<file path="src/rtl/fetch_pkg.sv">
// Shared types and constants for the instruction-fetch stage.
package fetch_pkg;

    typedef enum logic [1:0] {IDLE, WAIT, HOLD} fetch_state_t;

    localparam int unsigned INSTR_BYTES = 4;
    localparam logic [31:0] NOP_INSTR   = 32'h0000_0013;

endpackage

</file>
<file path="src/rtl/fetch_unit.sv">
// Instruction fetch: owns the PC, keeps one imem request in flight and hands
// {pc, instr} to the IF/ID register over a valid/ready handshake.
module fetch_unit
    import fetch_pkg::*;
#(
    parameter int              XLEN     = 32,
    parameter int              ILEN     = 32,
    parameter logic [XLEN-1:0] RESET_PC = '0
) (
    input  logic            clk,
    input  logic            rst,
    input  logic            en,
    output logic            imem_req,
    output logic [XLEN-1:0] imem_addr,
    input  logic            imem_rvalid,
    input  logic [ILEN-1:0] imem_rdata,
    input  logic            redirect,
    input  logic [XLEN-1:0] redirect_pc,
    output logic            out_valid,
    input  logic            out_ready,
    output logic [XLEN-1:0] out_pc,
    output logic [ILEN-1:0] out_instr
);

    fetch_state_t    state, state_n;
    logic [XLEN-1:0] pc, pc_n;
    logic            kill, kill_n;
    logic            out_valid_n;
    logic [XLEN-1:0] out_pc_n;
    logic [ILEN-1:0] out_instr_n;
    logic [XLEN-1:0] redirect_target;

    // Targets are always word aligned; the low two bits are dropped.
    assign redirect_target = redirect_pc & {{(XLEN-2){1'b1}}, 2'b00};

    assign imem_req  = (state == IDLE) && en && !redirect;
    assign imem_addr = pc;

    always_ff @(posedge clk or negedge rst) begin
        if (!rst) begin
            state     <= IDLE;
            pc        <= RESET_PC;
            kill      <= 1'b0;
            out_valid <= 1'b0;
            out_pc    <= '0;
            out_instr <= '0;
        end else begin
            state     <= state_n;
            pc        <= pc_n;
            kill      <= kill_n;
            out_valid <= out_valid_n;
            out_pc    <= out_pc_n;
            out_instr <= out_instr_n;
        end
    end

    always_comb begin
        state_n     = state;
        pc_n        = pc;
        kill_n      = kill;
        out_valid_n = out_valid;
        out_pc_n    = out_pc;
        out_instr_n = out_instr;
        case (state)
            IDLE: begin
                if (redirect) begin
                    pc_n = redirect_target;
                end else if (en) begin
                    state_n = WAIT;
                end
            end
            WAIT: begin
                if (imem_rvalid) begin
                    // A redirect arriving with the response squashes it just like kill.
                    if (kill || redirect) begin
                        kill_n  = 1'b0;
                        state_n = IDLE;
                        if (redirect) pc_n = redirect_target;
                    end else begin
                        out_instr_n = imem_rdata;
                        out_pc_n    = pc;
                        out_valid_n = 1'b1;
                        pc_n        = pc + XLEN'(INSTR_BYTES);
                        state_n     = HOLD;
                    end
                end else if (redirect) begin
                    pc_n   = redirect_target;
                    kill_n = 1'b1;
                end
            end
            HOLD: begin
                if (redirect) begin
                    out_valid_n = 1'b0;
                    pc_n        = redirect_target;
                    state_n     = IDLE;
                end else if (out_ready) begin
                    out_valid_n = 1'b0;
                    state_n     = IDLE;
                end
            end
            default: state_n = IDLE;
        endcase
    end

endmodule

</file>
<file path="config.mk">
export PLATFORM = sky130hd
export DESIGN_NAME = fetch_unit
export DESIGN_NICKNAME = d
export VERILOG_FILES = /design/src/rtl/fetch_pkg.sv /design/src/rtl/fetch_unit.sv
export SDC_FILE = /design/constraint.sdc
export NUM_CORES = 1
export LEC_CHECK = 0
export ABC_AREA = 1
export CORE_ASPECT_RATIO = 1.75
export CORE_MARGIN = 8
export CORE_UTILIZATION = 40
export CTS_CLUSTER_DIAMETER = 100
export DETAILED_ROUTE_END_ITERATION = 6
export GPL_TIMING_DRIVEN = 0
export HOLD_SLACK_MARGIN = 0.1
export PLACE_DENSITY = 0.74
export RECOVER_POWER = 25
export SETUP_SLACK_MARGIN = 0.05
export SLEW_MARGIN = 20
export SYNTH_ARGS = -nofsm -noshare
export SYNTH_HDL_FRONTEND = slang
export SYNTH_SLANG_ARGS = --single-unit
</file>
<file path="constraint.sdc">
create_clock -name clk -period 1.4 [get_ports clk]
set_input_delay 0.28 -clock clk [delete_from_list [all_inputs] [get_ports clk]]
set_output_delay 0.28 -clock clk [all_outputs]
set_load 0.02 [all_outputs]
</file>
==> flow_summary.ini <==
[run_status]
status = complete, but fails checks
violations = negative setup slack

[cts]
cts-htree-levels = 3
cts_buffers = 9
clk_latency_ns = 0.35
cts_buffer_depth = 2
cts_tree = yes
clock-root-buffer = clkbuf_16
cts.sinks = 100
cts.clk_slew.worst_paths_ns = 0.07

[layout]
nets = 973
diodes = 0
syn_to_final_growth_pct = 80.44
fin_area_sq_um = 9200
drive_gt1_share_pct = 44.54
final_cell_count_no_fill = 1075

[setup_path]
cp-end-kind = flop
critPathArrivalTime_ns = 1.82
r2r-start = state[0]
crit_type = reg2reg
cp-startpoint = state[0]
cp_max_fo = 5
cp.required_ns = 1.63
startpoint_type = flop

[power_and_ir_drop]
clkPwrFrac_pct = 18.5
p_leak_nw = 4.301
p_per_area_nw_per_um2 = 1486
p_sw_share_pct = 39.89
ir_worst_vdd_mv = 0.6943
switching_power_mw = 5.455
p_int_mw = 8.219
seq_power_share_pct = 34.9
pwr-share-comb_pct = 46.6

[sta]
rsz0062_at_grt = true
fin_hold_ws_ns = 0.3486
worstMarginPinSlew_ns = 0.4943
period_share_pct = 113.5
fin_tns_setup_ns = -11.66
clock.fmax_mhz = 629.4
slew-limit-headroom_pct = 67.05
setup-violations-final = 97
finalCriticalPeriod_ns = 1.589
maxSlewViolCount = 0
fin_skew_ns = 0.01276
worst_slack_ns = -0.1887
hold_viol_final = 0

[yosys]
synth.mux.area_fraction_pct = 8.393
synth_xor_area_share_pct = 0.3436
ys_warn_count = 0
synthAdderAreaFrac_pct = 0.2454
synth.yosys.seq_area_share_pct = 49.08
synth_area_per_cell_sq_um = 8.132
yosys_most_used_dff = dfrtp_1
synth_compound_area_share_pct = 11.31
ys_ff_latch = 100
async_flop_share_pct = 100.0
synth_top_area_share_pct = 49.08
synth_top_area_cell = dfrtp_1
synth_area_leaders = dfrtp_1, nand2_1, mux2_2, o21ai_0, inv_1
netlist_area_sq_um = 5099
synth-simple-area-share_pct = 24.05
synth_top_family_by_area = simple AND/OR/NAND/NOR gates
synth_commonest_cells = nand2_1, dfrtp_1, o21ai_0, inv_1, nor2_1
synth_edf_count = 0
syn-num-nets = 698
synth_cells = 627
synth_most_common_cell = nand2_1
ys_types = 37

[detailed_routing]
ant_nets = 0
vias = 5617
drt_first_iter_violations = 327
wl_um = 22290
viasPerCell = 5.225
drcViolationCount = 0
wl_per_cell_um = 20.74
dr.pass1.iters = 5

[global_routing]
grt_first_pass_wirelength_um = 31930
grt_use_total_pct = 25.33
antenna_found_initial = 0
grt_pass1_vias = 5820
grt_start_max_net_pins = 66
grt-ovfl-total = 0

[floorplan]
die_y_um = 165.4
io_pins = 168
die_w_um = 101.3
std_cell_rows = 54
coreArea_sq_um = 12430
die_area_sq_um = 16760
initial_utilization_pct = 41.01

[hold_path]
worst_hold_startpoint = imem_rvalid
hp-class = in2reg

[flow_run]
cap_violations = 0

[place]
gp_congestion = 0.9275
dpl.hpwl_um = 14720
dpl_cell_area_sq_um = 7077
port_buffers = 165
place_inst = 961
[power groups by stage]
stage | registers [mW] | logic [mW] | clock network (mW)
finish | 4.77 | 6.37 | 2.53
global route | 4.87 | 6.71 | 2.66
global placement | 4.63 | 5.48 | 0
CTS | 4.66 | 5.88 | 2.55
floorplan | 5.85 | 1.40 | 0
detailed placement | 4.69 | 5.59 | 0
[routing by layer]
metal	part of all wire, %	vias up	GRT usage (%)
li1	-	2604	-
met1	35	2715	25.06
met2	55	233	48.98
met3	4.7	65	3.526
met4	5.2	0	13.22
met5	0	-	0
[area by class of cell]
class                           count  area (sq um)
Clock buffer                       10         239.0
Clock inverter                      6         55.05
Timing Repair inverter              1         7.507
Timing Repair Buffer              262          2480
Sequential cell                   100          2536
Tap cell                          168         210.2
Multi-Input combinational cell    445          3136
Fill cell                         947          3232
Buffer                             21         274.0
Inverter                           62         262.8
[kinds of logic (layout without fill, tap and decap cells)]
kind of cell / count (synthesis) / after routing
and+or+nand+nor: 297 / 298
AOI/OAI and AO/OA: 106 / 106
DFF: 100 / 100
buffers and inverters: 83 / 362
muxes: 38 / 38
xor gates and xnor gates: 2 / 2
adders and majority gates: 1 / 1
[repair_timing]
action,4_1_cts,5_1_grt
cloned,8,3
hold endpoints to repair,35,0
buffers inserted,71,23
pin swaps,45,36
resized for setup,487,180
setup endpoints to repair,197,160
hold buffers,1,0
[cell usage in the layout (no fill, tap or decap), types with 3 or more instances in the layout]
cell             netlist  final
inv_4                  0      4
nand2_1              196    144
buf_4                  1     53
clkbuf_16              0     13
clkinvlp_4             0      5
inv_8                  0      3
nand3_2                0      6
buf_12                 0      4
inv_1                 59     46
o21ai_2                1     11
nand2_4                1     18
o21ai_0               69     27
nor2_4                 4     33
dfrtp_1              100     73
a21oi_2                0      9
nand4_1                3      3
dlygate4sd2_1          0     13
nor2_2                 3     10
o21ai_1                2     32
nor2_1                55     19
nor3_1                 6      5
dfrtp_2                0     27
buf_2                 10     18
nand2_8                0      3
buf_8                  0     11
a21oi_1               17      8
clkbuf_8               0      3
inv_2                  2      8
nand2_2                3     36
clkdlybuf4s50_1        0     64
clkdlybuf4s15_1        0     40
buf_6                  1     53
mux2_4                 0     38
nand3_1               22     15
clkbuf_2               0     17
[registers in the layout (all words and copies together) (netlist names)]
| name | flops |
|---|---|
| imem_addr | 32 |
| out_valid | 1 |
| kill | 1 |
| out_pc | 32 |
| out_instr | 32 |
| state | 2 |
[worst paths after layout]
kind | endpoint | slack, ns | cells after the start
hold / removal | state[0] | 0.35 | 2
setup reg to reg | out_instr[21] | -0.19 | 6
min in group asynchronous | out_pc[25] | 0.39 | 2
setup / recovery | out_instr[21] | -0.19 | 6
max in group asynchronous | imem_addr[6] | 0.18 | 3
hold reg to reg | out_pc[31] | 0.49 | 2
[critical path, stage by stage, from the launching register on]
cell	delay (ns)
dfrtp_2	0.42
nand2_4	0.11
nor2_4	0.24
buf_12	0.15
nand2_8	0.08
clkbuf_16	0.18
mux2_4	0.29
[metrics by stage]
step / setup slack (ns) / power (mW) / utilization (%)
3_5_place_dp: -0.9170 / 10.28 / 56.92
3_3_place_gp: -4.014 / 10.10 / 56.69
4_1_cts: -0.1701 / 13.09 / 70.36
5_1_grt: -0.2394 / 14.25 / 74.00
2_1_floorplan: -0.0001809 / 7.254 / -
6_report: -0.1887 / 13.67 / 74.00
Note: power is estimated with default switching activity, not from simulation.
==> patch, RTL diff (same settings) <==
Reset style: synchronous (`rst`), changed in one clocked block.
--- a/src/rtl/fetch_unit.sv
+++ b/src/rtl/fetch_unit.sv
@@ -37,5 +37,5 @@
     assign imem_addr = pc;
 
-    always_ff @(posedge clk or negedge rst) begin
+    always_ff @(posedge clk) begin
         if (!rst) begin
             state     <= IDLE;
Formal check against the unedited RTL: differs if rst is asserted again (counterexample within 4 cycles, from zero or initial values and one cycle with rst low); with rst held inactive, the same outputs for 4 cycles.
==> patch against the original RTL <==
The flow still finishes with violations (negative setup slack). Area after synthesis fell by 4.1%. Cell area shrank 4.3%. Maximum frequency down 1.3%. Critical path depth increased by 3. Non-clock buffer count decreased by 4. First-iteration DRC count up 38%. Wire length increased by 1.0%. Setup slack lost 0.022 ns. Clock skew about the same. Sequential cell count unchanged.
Power is not compared: it rests on default switching activity, and its combinational part moved more than twofold at a synthesized area within 25%.
==> patch: results (changes against the original RTL) <==
| Metric | Value |
|---|---|
| Count of different cell masters after synthesis | 31 (-16%) |
| Final Power | around 6900 uW |
| CP max FO | 4 (-1) |
| Reg2Reg Depth | 9 (+3) |
| DRT iter0 DRCs | 452 (+38%) |
| Top cells by count, synth | nand2_1, o21ai_0, nor2_1, dfxtp_1, a21oi_1 |
| Area post-placement | 0.00682 mm2 (-3.6%) |
| Synth area leaders | dfxtp_1, nand2_1, o21ai_0 |
| Setup tns final | -4.90 ns (+6.76 ns) |
| Top layer in use | met4 |
| Buffers on Ports | 164 (-0.61%) |
| Wire per inst | 19.5 um (-5.8%) |
| Largest net degree at the start of global routing | 20 (-70%) |
| DR vias | 6386 (+14%) |
| Vias in the first global route | 5807 (-0.22%) |
| 1st-pass router iterations | 5 (unchanged) |
| Worst setup endpoint | imem_addr[20] |
| Inst Count DP | 1060 (+10%) |
| Violated checks | negative setup slack |
| Status | finished, violations left |
| Ys async rst share | 0% (-100 points) |
| Grt met3 use | 6.73% (+3.2 points) |
| Max-slew headroom | 66.1% (-0.93 points) |
| Sequential share of the synthesized area | 40.9% (-8.1 points) |
| # diodes | 0 (unchanged) |
| Nets | 1054 (+8.3%) |
| Pint | around 4800 uW |
| HP Class | reg2reg |
| Final HPWL DP | 13500 um (-8.5%) |
| Comb group | about 1300 uW |
| Worst Setup SP | imem_addr[3] |
| Final setup fails | 60 (-38%) |
| GP Congestion | 0.959 (+3.4%) |
| H-tree Lvls | 3 (unchanged) |
| Clock latency on the worst-skew pair | ~0.36 ns |
| Hold EP | imem_addr[1] |
| Setup Skew | 0.0128 ns (+0.0000491 ns) |
| Data arrival, critical path | 1.89 ns (+0.07 ns) |
| Max Root-Sink Buffers | 2 (unchanged) |
| Synth warnings | 0 (unchanged) |
| Syn Area/Cell | 6.69 um2 (-18%) |
| Met3 routed WL | 1890 um (+81%) |
| Hold path cells | 2 (unchanged) |
| Hold Crit Start | imem_addr[1] |
| First-pass GRT wire length | 29300 um (-8.3%) |
| Setup ws final | -0.210 ns (-0.0216 ns) |
| Initial antenna violation count | 1 (+1) |
| Gr usage total | 22.7% (-2.6 points) |
| Final WL | 22500 um (+1.0%) |
| Peak VDD IR | between 0.0006 and 0.0007 V |
| Met1 GRT Util | 21.1% (-3.9 points) |
| M1 WL | 7320 um (-5.5%) |
| Leak | between 0.003 and 0.004 uW |
| Synth Net Count | 802 (+15%) |
| Clk pwr | about 2500 uW |
| Final Hold Slack | 0.465 ns (+0.117 ns) |
| Pre-CTS setup slack | -0.613 ns (+0.304 ns) |
| Layout cells sized above 1 | 34.7% (-9.8 points) |
| Grt met2 use | 43.0% (-6.0 points) |
| Routed length on met2 | 11800 um (-4.5%) |
[patch: critical path: stages (launching register included)]
cell and delay [ns]:
dfxtp_4 0.39, ha_4 0.15, nand3_4 0.11, inv_2 0.09
nand2_4 0.07, nor2_4 0.24, nand3_2 0.13, a21oi_2 0.14
o21ai_1 0.08, a21oi_1 0.13
[patch: cells by family after synthesis]
logic type | synth area share (%)
compound gates | 22.9
buf+inv | 8.19
xor+xnor | 1.25
fa+ha+maj | 0.256
simple gates | 26.5
flops | 40.9
[patch: cell type report]
class | count | area (um2)
flip-flops and latches | 100 | 2090
multi-input cells | 539 | 3250
plain buffers | 36 | 324
clock buffers | 9 | 225
fillers | 852 | 3200
clock inverters | 7 | 67.6
repair buffers | 243 | 2390
inverters | 54 | 259
well taps | 165 | 206
[patch: timing repair]
item	4_1_cts	5_1_grt
pin swaps	39	63
buffers inserted	34	39
endpoints found under the setup margin	194	126
cloned	2	6
hold endpoints to repair	0	0
hold buffers	0	0
resized for setup	292	255
